$ cat config.mk
export PLATFORM = sky130hd
export DESIGN_NAME = multi_alarm_ctrl
export DESIGN_NICKNAME = d
export VERILOG_FILES = /design/src/rtl/alarm_pkg.sv /design/src/rtl/alarm_channel.sv /design/src/rtl/multi_alarm_ctrl.sv
export SDC_FILE = /design/constraint.sdc
export NUM_CORES = 1
export LEC_CHECK = 0
export CAP_MARGIN = 10
export CORE_MARGIN = 2
export CORE_UTILIZATION = 35
export CTS_CLUSTER_SIZE = 20
export DETAILED_ROUTE_END_ITERATION = 6
export GPL_ROUTABILITY_DRIVEN = 0
export PLACE_DENSITY = 0.63
export SLEW_MARGIN = 20
export SYNTH_ARGS = -nofsm -noshare
export SYNTH_HDL_FRONTEND = slang
export SYNTH_SLANG_ARGS = --single-unit
$ cat constraint.sdc
create_clock -name clk -period 2.5 [get_ports clk]
set_clock_uncertainty 0.15 [all_clocks]
set_input_delay 0.625 -clock clk [delete_from_list [all_inputs] [get_ports clk]]
set_output_delay 0.625 -clock clk [all_outputs]
set_load 0.05 [all_outputs]
$ cat src/rtl/alarm_pkg.sv
// alarm_pkg: shared encodings and limits for the multi-channel alarm controller.
package alarm_pkg;
    typedef enum logic [1:0] {IDLE = 2'd0, SET_HOUR = 2'd1, SET_MIN = 2'd2, SET_EN = 2'd3} edit_e;
    typedef enum logic [1:0] {ARMED = 2'd0, RINGING = 2'd1, SNOOZED = 2'd2} phase_e;
    localparam logic [4:0] MAX_HOUR = 5'd23;
    localparam logic [5:0] MAX_MIN = 6'd59;
endpackage

$ cat src/rtl/alarm_channel.sv
// alarm_channel: one alarm time with enable, edge-triggered ring and snooze countdown.
// ALARM_RING_TIMEOUT_EN adds a per-channel auto-stop after RING_TIMEOUT_MIN ringing minutes.
module alarm_channel
    import alarm_pkg::*;
#(
    parameter int SNOOZE_MIN = 5
`ifdef ALARM_RING_TIMEOUT_EN
    ,
    parameter int RING_TIMEOUT_MIN = 10
`endif
) (
    input  logic       clk,
    input  logic       rst,
    input  logic       inc_hour_i,
    input  logic       inc_min_i,
    input  logic       tog_en_i,
    input  logic       suppress_i,
    input  logic       snooze_i,
    input  logic       stop_i,
    input  logic       tick_i,
    input  logic [4:0] curr_hour_i,
    input  logic [5:0] curr_min_i,
    output logic [4:0] hour_o,
    output logic [5:0] min_o,
    output logic       en_o,
    output logic       ring_o
);
    logic [4:0] hour_q, hour_d;
    logic [5:0] min_q, min_d;
    logic       en_q, en_d, prev_q, match;
    phase_e     phase_q, phase_d;
    logic [3:0] cnt_q, cnt_d;
`ifdef ALARM_RING_TIMEOUT_EN
    logic [3:0] rcnt_q, rcnt_d;
`endif

    always_comb begin
        match   = en_q && curr_hour_i == hour_q && curr_min_i == min_q && !suppress_i;
        hour_d  = inc_hour_i ? (hour_q == MAX_HOUR ? 5'd0 : hour_q + 5'd1) : hour_q;
        min_d   = inc_min_i ? (min_q == MAX_MIN ? 6'd0 : min_q + 6'd1) : min_q;
        en_d    = en_q ^ tog_en_i;
        phase_d = phase_q;
        cnt_d   = cnt_q;
`ifdef ALARM_RING_TIMEOUT_EN
        rcnt_d  = rcnt_q;
`endif
        // disabling counts as a stop so a switched-off channel never keeps ringing
        if (stop_i || (tog_en_i && en_q)) phase_d = ARMED;
        else if (snooze_i && phase_q == RINGING) begin
            phase_d = SNOOZED;
            cnt_d   = 4'(SNOOZE_MIN);
        end else if (phase_q == ARMED && match && !prev_q) phase_d = RINGING;
        else if (phase_q == SNOOZED && tick_i) begin
            cnt_d   = cnt_q - 4'd1;
            phase_d = cnt_d == 4'd0 ? RINGING : SNOOZED;
        end
`ifdef ALARM_RING_TIMEOUT_EN
        else if (phase_q == RINGING && tick_i) begin
            rcnt_d  = rcnt_q + 4'd1;
            phase_d = rcnt_d == 4'(RING_TIMEOUT_MIN) ? ARMED : RINGING;
        end
        if (phase_d == RINGING && phase_q != RINGING) rcnt_d = 4'd0;
`endif
    end

    always_ff @(posedge clk) begin
        if (rst) begin
            hour_q  <= '0;
            min_q   <= '0;
            en_q    <= 1'b0;
            prev_q  <= 1'b0;
            phase_q <= ARMED;
            cnt_q   <= '0;
`ifdef ALARM_RING_TIMEOUT_EN
            rcnt_q  <= '0;
`endif
        end else begin
            hour_q  <= hour_d;
            min_q   <= min_d;
            en_q    <= en_d;
            prev_q  <= match;
            phase_q <= phase_d;
            cnt_q   <= cnt_d;
`ifdef ALARM_RING_TIMEOUT_EN
            rcnt_q  <= rcnt_d;
`endif
        end
    end

    assign hour_o = hour_q;
    assign min_o  = min_q;
    assign en_o   = en_q;
    assign ring_o = phase_q == RINGING;
endmodule

$ cat src/rtl/multi_alarm_ctrl.sv
// multi_alarm_ctrl: N alarm channels sharing one button-driven edit FSM and display mux.
// Define ALARM_RING_TIMEOUT_EN to auto-stop channels that ring unattended.
module multi_alarm_ctrl
    import alarm_pkg::*;
#(
    parameter int NUM_ALARMS       = 4,
    parameter int SEL_W            = 2,
    parameter int SNOOZE_MIN       = 5,
    parameter int RING_TIMEOUT_MIN = 10
) (
    input  logic                  clk,
    input  logic                  reset,
    input  logic                  btn_mode,
    input  logic                  btn_set,
    input  logic                  btn_sel,
    input  logic                  btn_snooze,
    input  logic                  btn_stop,
    input  logic                  min_tick,
    input  logic [4:0]            curr_hour,
    input  logic [5:0]            curr_min,
    output logic [SEL_W-1:0]      sel_idx,
    output logic [1:0]            edit_state,
    output logic [4:0]            disp_hour,
    output logic [5:0]            disp_min,
    output logic [NUM_ALARMS-1:0] alarm_en,
    output logic [NUM_ALARMS-1:0] ring_vec,
    output logic                  alarm_on
);
    edit_e            edit_q, edit_d;
    logic [SEL_W-1:0] sel_q, sel_d;
    logic [1:0]       edit_out_q;
    logic [4:0]       disp_hour_q;
    logic [5:0]       disp_min_q;
    logic [4:0]       hour_w [NUM_ALARMS];
    logic [5:0]       min_w  [NUM_ALARMS];

    if (NUM_ALARMS < 1 || NUM_ALARMS > 8 || SEL_W < 1 || (1 << SEL_W) < NUM_ALARMS ||
        SNOOZE_MIN < 1 || SNOOZE_MIN > 15 || RING_TIMEOUT_MIN < 1 || RING_TIMEOUT_MIN > 15) begin : g_bad_param
        $error("multi_alarm_ctrl: parameter out of range");
    end

    always_comb begin
        edit_d = btn_mode ? edit_e'(edit_q + 2'd1) : edit_q;
        sel_d  = (edit_q == IDLE && btn_sel) ?
                 (sel_q == SEL_W'(NUM_ALARMS - 1) ? '0 : sel_q + SEL_W'(1)) : sel_q;
    end

    always_ff @(posedge clk) begin
        if (reset) begin
            edit_q      <= IDLE;
            sel_q       <= '0;
            edit_out_q  <= '0;
            disp_hour_q <= '0;
            disp_min_q  <= '0;
        end else begin
            edit_q      <= edit_d;
            sel_q       <= sel_d;
            edit_out_q  <= edit_q;
            disp_hour_q <= hour_w[sel_q];
            disp_min_q  <= min_w[sel_q];
        end
    end

    for (genvar i = 0; i < NUM_ALARMS; i++) begin : g_ch
        logic hit;
        assign hit = sel_q == SEL_W'(i);
        alarm_channel #(
            .SNOOZE_MIN(SNOOZE_MIN)
`ifdef ALARM_RING_TIMEOUT_EN
            ,
            .RING_TIMEOUT_MIN(RING_TIMEOUT_MIN)
`endif
        ) u_ch (
            .clk        (clk),
            .rst        (reset),
            .inc_hour_i (btn_set && edit_q == SET_HOUR && hit),
            .inc_min_i  (btn_set && edit_q == SET_MIN && hit),
            .tog_en_i   (btn_set && edit_q == SET_EN && hit),
            .suppress_i (edit_q != IDLE && hit),
            .snooze_i   (btn_snooze),
            .stop_i     (btn_stop),
            .tick_i     (min_tick),
            .curr_hour_i(curr_hour),
            .curr_min_i (curr_min),
            .hour_o     (hour_w[i]),
            .min_o      (min_w[i]),
            .en_o       (alarm_en[i]),
            .ring_o     (ring_vec[i])
        );
    end

    assign sel_idx    = sel_q;
    assign edit_state = edit_out_q;
    assign disp_hour  = disp_hour_q;
    assign disp_min   = disp_min_q;
    assign alarm_on   = |ring_vec;
endmodule

# Yosys cells after proc, flatten, opt, wreduce, memory -nomap -nowiden
# Cells that the tools add are included.
# word_totals
regBits	93
latchBits	0
ramBits	0
romBits	0
input_bits	19
output_inout_bits	24
n_memories	0
# classes
addsub	14
n_mul	0
div	0
order_cmp	1
eq_ne	34
n_shift	0
muxes	43
bitwise_logic	9
reduce_logical	100
# ops
operator	count
logical AND 1 bit	52
2-to-1 mux 4 bit	12
2-to-1 mux 6 bit	6
2-to-1 mux 2 bit	17
2-to-1 mux 5 bit	6
adder 6 x 1 -> 6 bit (second input constant)	4
== test 6 bit	4
== test 6 bit (second input constant)	4
adder 5 x 1 -> 5 bit (second input constant)	4
== test 5 bit	4
== test 5 bit (second input constant)	4
nonzero test 2 bit	9
== test 2 bit (second input constant)	8
zero test 4 bit	4
subtractor 4 x 1 -> 4 bit (second input constant)	4
binary-select mux 6 bit (select 2 bit)	1
== test 2 x 1 -> 1 bit (second input constant)	6
zero test 2 bit	6
AND reduction 3 bit	4
nonzero test 3 bit	4
OR reduction 3 bit	4
binary-select mux 5 bit (select 2 bit)	1
zero test 1 bit	8
inequality test 2 x 1 -> 1 bit (second input constant)	4
other kinds (8)	21

# Depth between registers and ports, before layout
# logic_depth
word_depth	8
ltp_mapped	10
mapped_depth_nobuf	8

# Hierarchy
# Synthesis repeated with hierarchy kept, for this count alone.
# hier_totals
cells_unflattened	552
hier_area_um2	5028.6
# by_module_without_submodules
module	instances	cells_per_inst	area_per_inst_um2	seq_area_each_um2
alarm_channel	4	113	1004.7	380.4
multi_alarm_ctrl	1	100	1009.7	340.3

# Worst setup path before layout
# No wires, ideal clock.
# synth_path
path_type	reg-to-reg
from	register sel_q[0], in the netlist sel_idx[0]
to	register g_ch[0].u_ch.cnt_q[0]
setup_ps	70
t_arrival_ps	2564
required_time_ps	2280
setup_slack_ps	-285
path_stages_with_launch	11
path_buffers	2
synth_period_minus_slack_ps	2785
path_cell_list	dfxtp_1 > buf_2 > buf_2 > inv_1 > ha_1 > and3_1 > ha_1 > nor2_1 > o21ai_0 > nand2b_1 > a21oi_1
# synth_between
elab_chain_len	8
# synth_rtl
element	line_no	text
start: declaration	multi_alarm_ctrl.sv:30	logic [SEL_W-1:0] sel_q, sel_d;
start signal: assignment	multi_alarm_ctrl.sv:57	sel_q <= sel_d;
zero test 2 bit *	multi_alarm_ctrl.sv:66	assign hit = sel_q == SEL_W'(i);
logical AND 1 bit	multi_alarm_ctrl.sv:79	.suppress_i (edit_q != IDLE && hit),
zero test 1 bit	alarm_channel.sv:38	match = en_q && curr_hour_i == hour_q && curr_min_i == min_q && !suppress_i;
logical AND 1 bit	alarm_channel.sv:38	
logical AND 1 bit (2 in series)	alarm_channel.sv:52	end else if (phase_q == ARMED && match && !prev_q) phase_d = RINGING;
inequality test 2 x 1 -> 1 bit (no source line)	-	
AND reduction 3 bit (no source line) *	-	
end signal: assignment	alarm_channel.sv:83	cnt_q <= cnt_d;
end: declaration	alarm_channel.sv:32	logic [3:0] cnt_q, cnt_d;
# Mark *: on every way between the ends. The rest lies on a longest branch, timed or not.
# A chain may end at the register's enable or synchronous reset.

# Worst setup path after layout
# layout_path
from	register g_ch[2].u_ch.phase_q[1]
to	output port alarm_on
# layout_between
elab_chain_len	2
# layout_rtl
element	line_no	text
start: declaration	alarm_channel.sv:31	phase_e phase_q, phase_d;
start signal: assignment	alarm_channel.sv:82	phase_q <= phase_d;
== test 2 x 1 -> 1 bit	alarm_channel.sv:93	assign ring_o = phase_q == RINGING;
OR reduction 4 bit	multi_alarm_ctrl.sv:96	assign alarm_on = |ring_vec;
end: declaration	multi_alarm_ctrl.sv:27	output logic alarm_on
# Every way passes these cells.

==> reports/qor.yml <==
yosys:
  yosys_warnings: 0
  ys_types: 48
  async_flop_share_pct: 0
  synth-compound-area-share_pct: 10.5
  synthMuxAreaShare_pct: 7.26
  synthSimpleGateAreaFrac_pct: 23.5
  synth_area_per_cell_um2: 9.17
  seq_area_frac_synth_pct: 35.7
  synthXorXnorAreaFrac_pct: 11.7
  synth_fa_ha_area_share_pct: 6.71
  ys.flop_type: "dfxtp_1"
  ys_seq_elements: 93
  syn_inst: 569
  syn-num-nets: 616
  synthesis.area_um2: 5220
  synth_top_family_by_area: "simple AND/OR/NAND/NOR gates"
  synth_edf_count: 0
die:
  initial_core_util_pct: 35.9
  die_y_um: 126
  die_w_um: 126
  row_count: 44
  core_um2: 14500
  dieArea_um2: 15900
  ios: 43
sta:
  fin_crit_sh_pct: 97.1
  rsz0062_at_grt: "false"
  hold_slack_ns: 0.354
  slew_headroom_pct: 56.0
  worst_slack_ns: 0.0726
  final.min_clock_period_ns: 2.43
  setup-violations-final: 0
  hold_viol: 0
  drv_slew: 0
  worst_pin_slew_ns: 0.660
  max_clock_freq_ghz: 0.412
grt:
  use_met2_pct: 29.5
  grt_pass1_vias: 4430
  grt_max_degree: 58
  grtUsageTotal_pct: 17.0
  grt_util_met1_pct: 20.0
  grt_util_met3_pct: 4.08
  busiest_layer: "met2"
  antenna_found_initial: 0
  grt_pass1_wl_um: 21400
  overflow: 0
power_and_ir_drop:
  p_total_mw: 3.46
  p_comb_share_pct: 8.3
  powerDensity_nw_per_um2: 551
  netSwitchingFraction_pct: 22.3
  switchingPower_mw: 0.771
  pwr-share-seq_pct: 43.8
  leakagePower_nw: 2.58
  ir_drop_uv: 375
  clock_power_share_pct: 47.8
  intPower_mw: 2.69
cts:
  cts_tree: "done"
  cts_made_buffers: 9
  cts_buffer_depth: 2
  insertion_delay_ns: 0.35
  clock_sinks: 93
  clk_pin_slew_worst_paths_ns: 0.07
  htreeDepth: 3
  clk_root_buffer_cell: "clkbuf_16"
placed_design:
  dpl.hpwl_um: 10200
  placed_area_um2: 5920
  port_buffers: 42
  pre_cts_ws_ns: -0.113
  dp.cells: 798
worst_setup_path:
  cpPeakStageDelay_ns: 0.52
  start_kind: "register"
  crit_chain: "and2b_2 > or4_1 > buf_6"
  cp_num_cells: 3
  cp-end-kind: "output pin"
  path_class: "reg -> out"
  reg2reg_from: "sel_idx[0]"
  reg2reg_to: "g_ch[2].u_ch.cnt_q[0]"
  slowest_stage: "or4_1"
  cp_num_buf_inv: 1
  r2r_cells: 8
  crit_fanout: 5
  r2r_setup_slack_ns: 0.23
  required_ns: 1.73
  cp_top_family: "simple AND/OR/NAND/NOR gates"
  cp-startpoint: "g_ch[2].u_ch.phase_q[1]"
  critPathArrivalTime_ns: 1.65
layout:
  insertedDiodeCount: 0
  final_area_um2: 6290
  drive_above_1_share_pct: 13.7
  layout.nets: 672
  fin_cells: 814
  area_growth_syn_to_layout_pct: 20.5
route:
  vias_per_cell: 5.34
  drt_iter0_drc: 305
  drt-total-wl_um: 13200
  dr.pass1.iters: 4
  detail-route-antenna-nets: 0
  avgRoutedWirePerCell_um: 16.2
  vias: 4350
  route.detailed.drc: 0
min_path:
  whs_path_depth: 1
  hold_path_end: "g_ch[1].u_ch.cnt_q[3]"
  hold_start: "g_ch[1].u_ch.cnt_q[3]"
  hold_class: "reg -> reg"
run:
  maxCapViolations: 0
status:
  outcome: "finished clean"
==> per-stage QoR <==
step                util [%]  setup TNS [ns]
floorplan                  -               0
global placement        40.8         -0.0167
detailed placement      40.8          -0.526
CTS                     43.3               0
global route            43.3               0
finish                  43.3               0
==> worst max path at each step <==
| stage | to | slack [ns] |
|---|---|---|
| 3_5_place_dp | g_ch[3].u_ch.cnt_q[3] | -0.11 |
| 2_1_floorplan | g_ch[0].u_ch.cnt_q[0] | 0.0002 |
| 4_1_cts | alarm_on | 0.05 |
| 3_3_place_gp | g_ch[1].u_ch.min_o[0] | -0.01 |
| 5_1_grt | alarm_on | 0.005 |
| 6_report | alarm_on | 0.07 |
==> cell families after synthesis <==
family	after synthesis
flip-flops	93
adder cells (fa/ha/maj)	28
XOR/XNOR	70
AND/OR/NAND/NOR	225
AO/OA/AOI/OAI	83
multiplexers	24
buffers and inverters	46
==> cell usage in the layout, fill, tap and decap left out, drive strengths merged, types with 3 or more instances in the layout <==
| cell | n |
|---|---|
| dfxtp | 93 |
| xor2 | 56 |
| nor2 | 50 |
| nand2 | 39 |
| buf | 39 |
| clkdlybuf4s50 | 34 |
| a21oi | 31 |
| ha | 28 |
| nand3 | 27 |
| o21ai | 21 |
| inv | 17 |
| and2 | 16 |
| nor3 | 16 |
| xnor2 | 14 |
| nand4 | 12 |
| mux2i | 12 |
| nor4 | 12 |
| and3 | 11 |
| mux4 | 11 |
| clkbuf | 10 |
| nor2b | 9 |
| and3b | 8 |
| or3 | 7 |
| a311oi | 6 |
| nand2b | 6 |
| a31oi | 4 |
| o21ba | 4 |
| and4 | 4 |
| a21o | 4 |
| bufinv | 4 |
| a2111oi | 4 |
| o41ai | 3 |
==> power groups by stage <==
stage	Clock, mW	Combinational [mW]	Sequential [mW]
after floorplan	0	0.154	1.56
after global placement	0	0.282	1.55
after detailed placement	0	0.287	1.55
after CTS	1.70	0.288	1.52
after global routing	1.77	0.309	1.52
final	1.66	0.289	1.52
==> Yosys cell counts, types with 7 or more instances <==
library cell / instances / area (µm²)
xnor2_1: 14 / 123
nor4_1: 12 / 75.1
and2_1: 16 / 100
and3b_1: 8 / 70.1
o21ai_0: 17 / 85.1
nand3_1: 26 / 130
nand2_1: 39 / 146
a21oi_1: 31 / 155
mux2i_1: 12 / 120
ha_1: 28 / 350
clkbuf_1: 10 / 37.5
and3_1: 11 / 68.8
nor2b_1: 9 / 56.3
nand4_1: 12 / 75.1
nor3_1: 12 / 60.1
or3_1: 7 / 43.8
xor2_1: 56 / 490
nor2_1: 50 / 188
mux4_2: 11 / 248
buf_4: 12 / 90.1
dfxtp_1: 93 / 1860
inv_1: 17 / 63.8
==> layer usage <==
layer / up-vias / routed length (µm)
met5: - / 0
met4: 0 / 274
met3: 20 / 667
met2: 102 / 6700
met1: 2096 / 5580
li1: 2132 / -
==> sequential cells by signal, indices dropped and copies added (netlist names) <==
name / cells
sel_idx: 2
g_ch.u_ch.min_o: 24
g_ch.u_ch.hour_o: 20
g_ch.u_ch.en_o: 4
g_ch.u_ch.cnt_q: 16
g_ch.u_ch.prev_q: 4
g_ch.u_ch.phase_q: 8
disp_hour: 5
edit_q: 2
disp_min: 6
edit_state: 2
==> area by class of cell <==
class	instances	area, µm²
fillers	1403	8240
repair buffers	74	643
clock buffers	10	229
clock inverters	6	135
inverters	17	63.8
multi-input cells	430	3120
flip-flops and latches	93	1870
well taps	184	230
==> worst register-to-register path, cell delays in order (launching register included) <==
cell and delay (ns):
dfxtp_2 0.51, inv_1 0.11, ha_1 0.29, and3_1 0.23
ha_1 0.23, nor2_2 0.21, o21ai_0 0.16, nand2b_1 0.17
a21oi_1 0.13
==> timing repair <==
item / 4_1_cts / 5_1_grt
buffers inserted: 0 / 0
hold buffers: 0 / 0
resized for setup: 2 / 1
setup endpoints to repair: 2 / 1
pin swaps: 0 / 0
(Power assumes the default switching activity.)
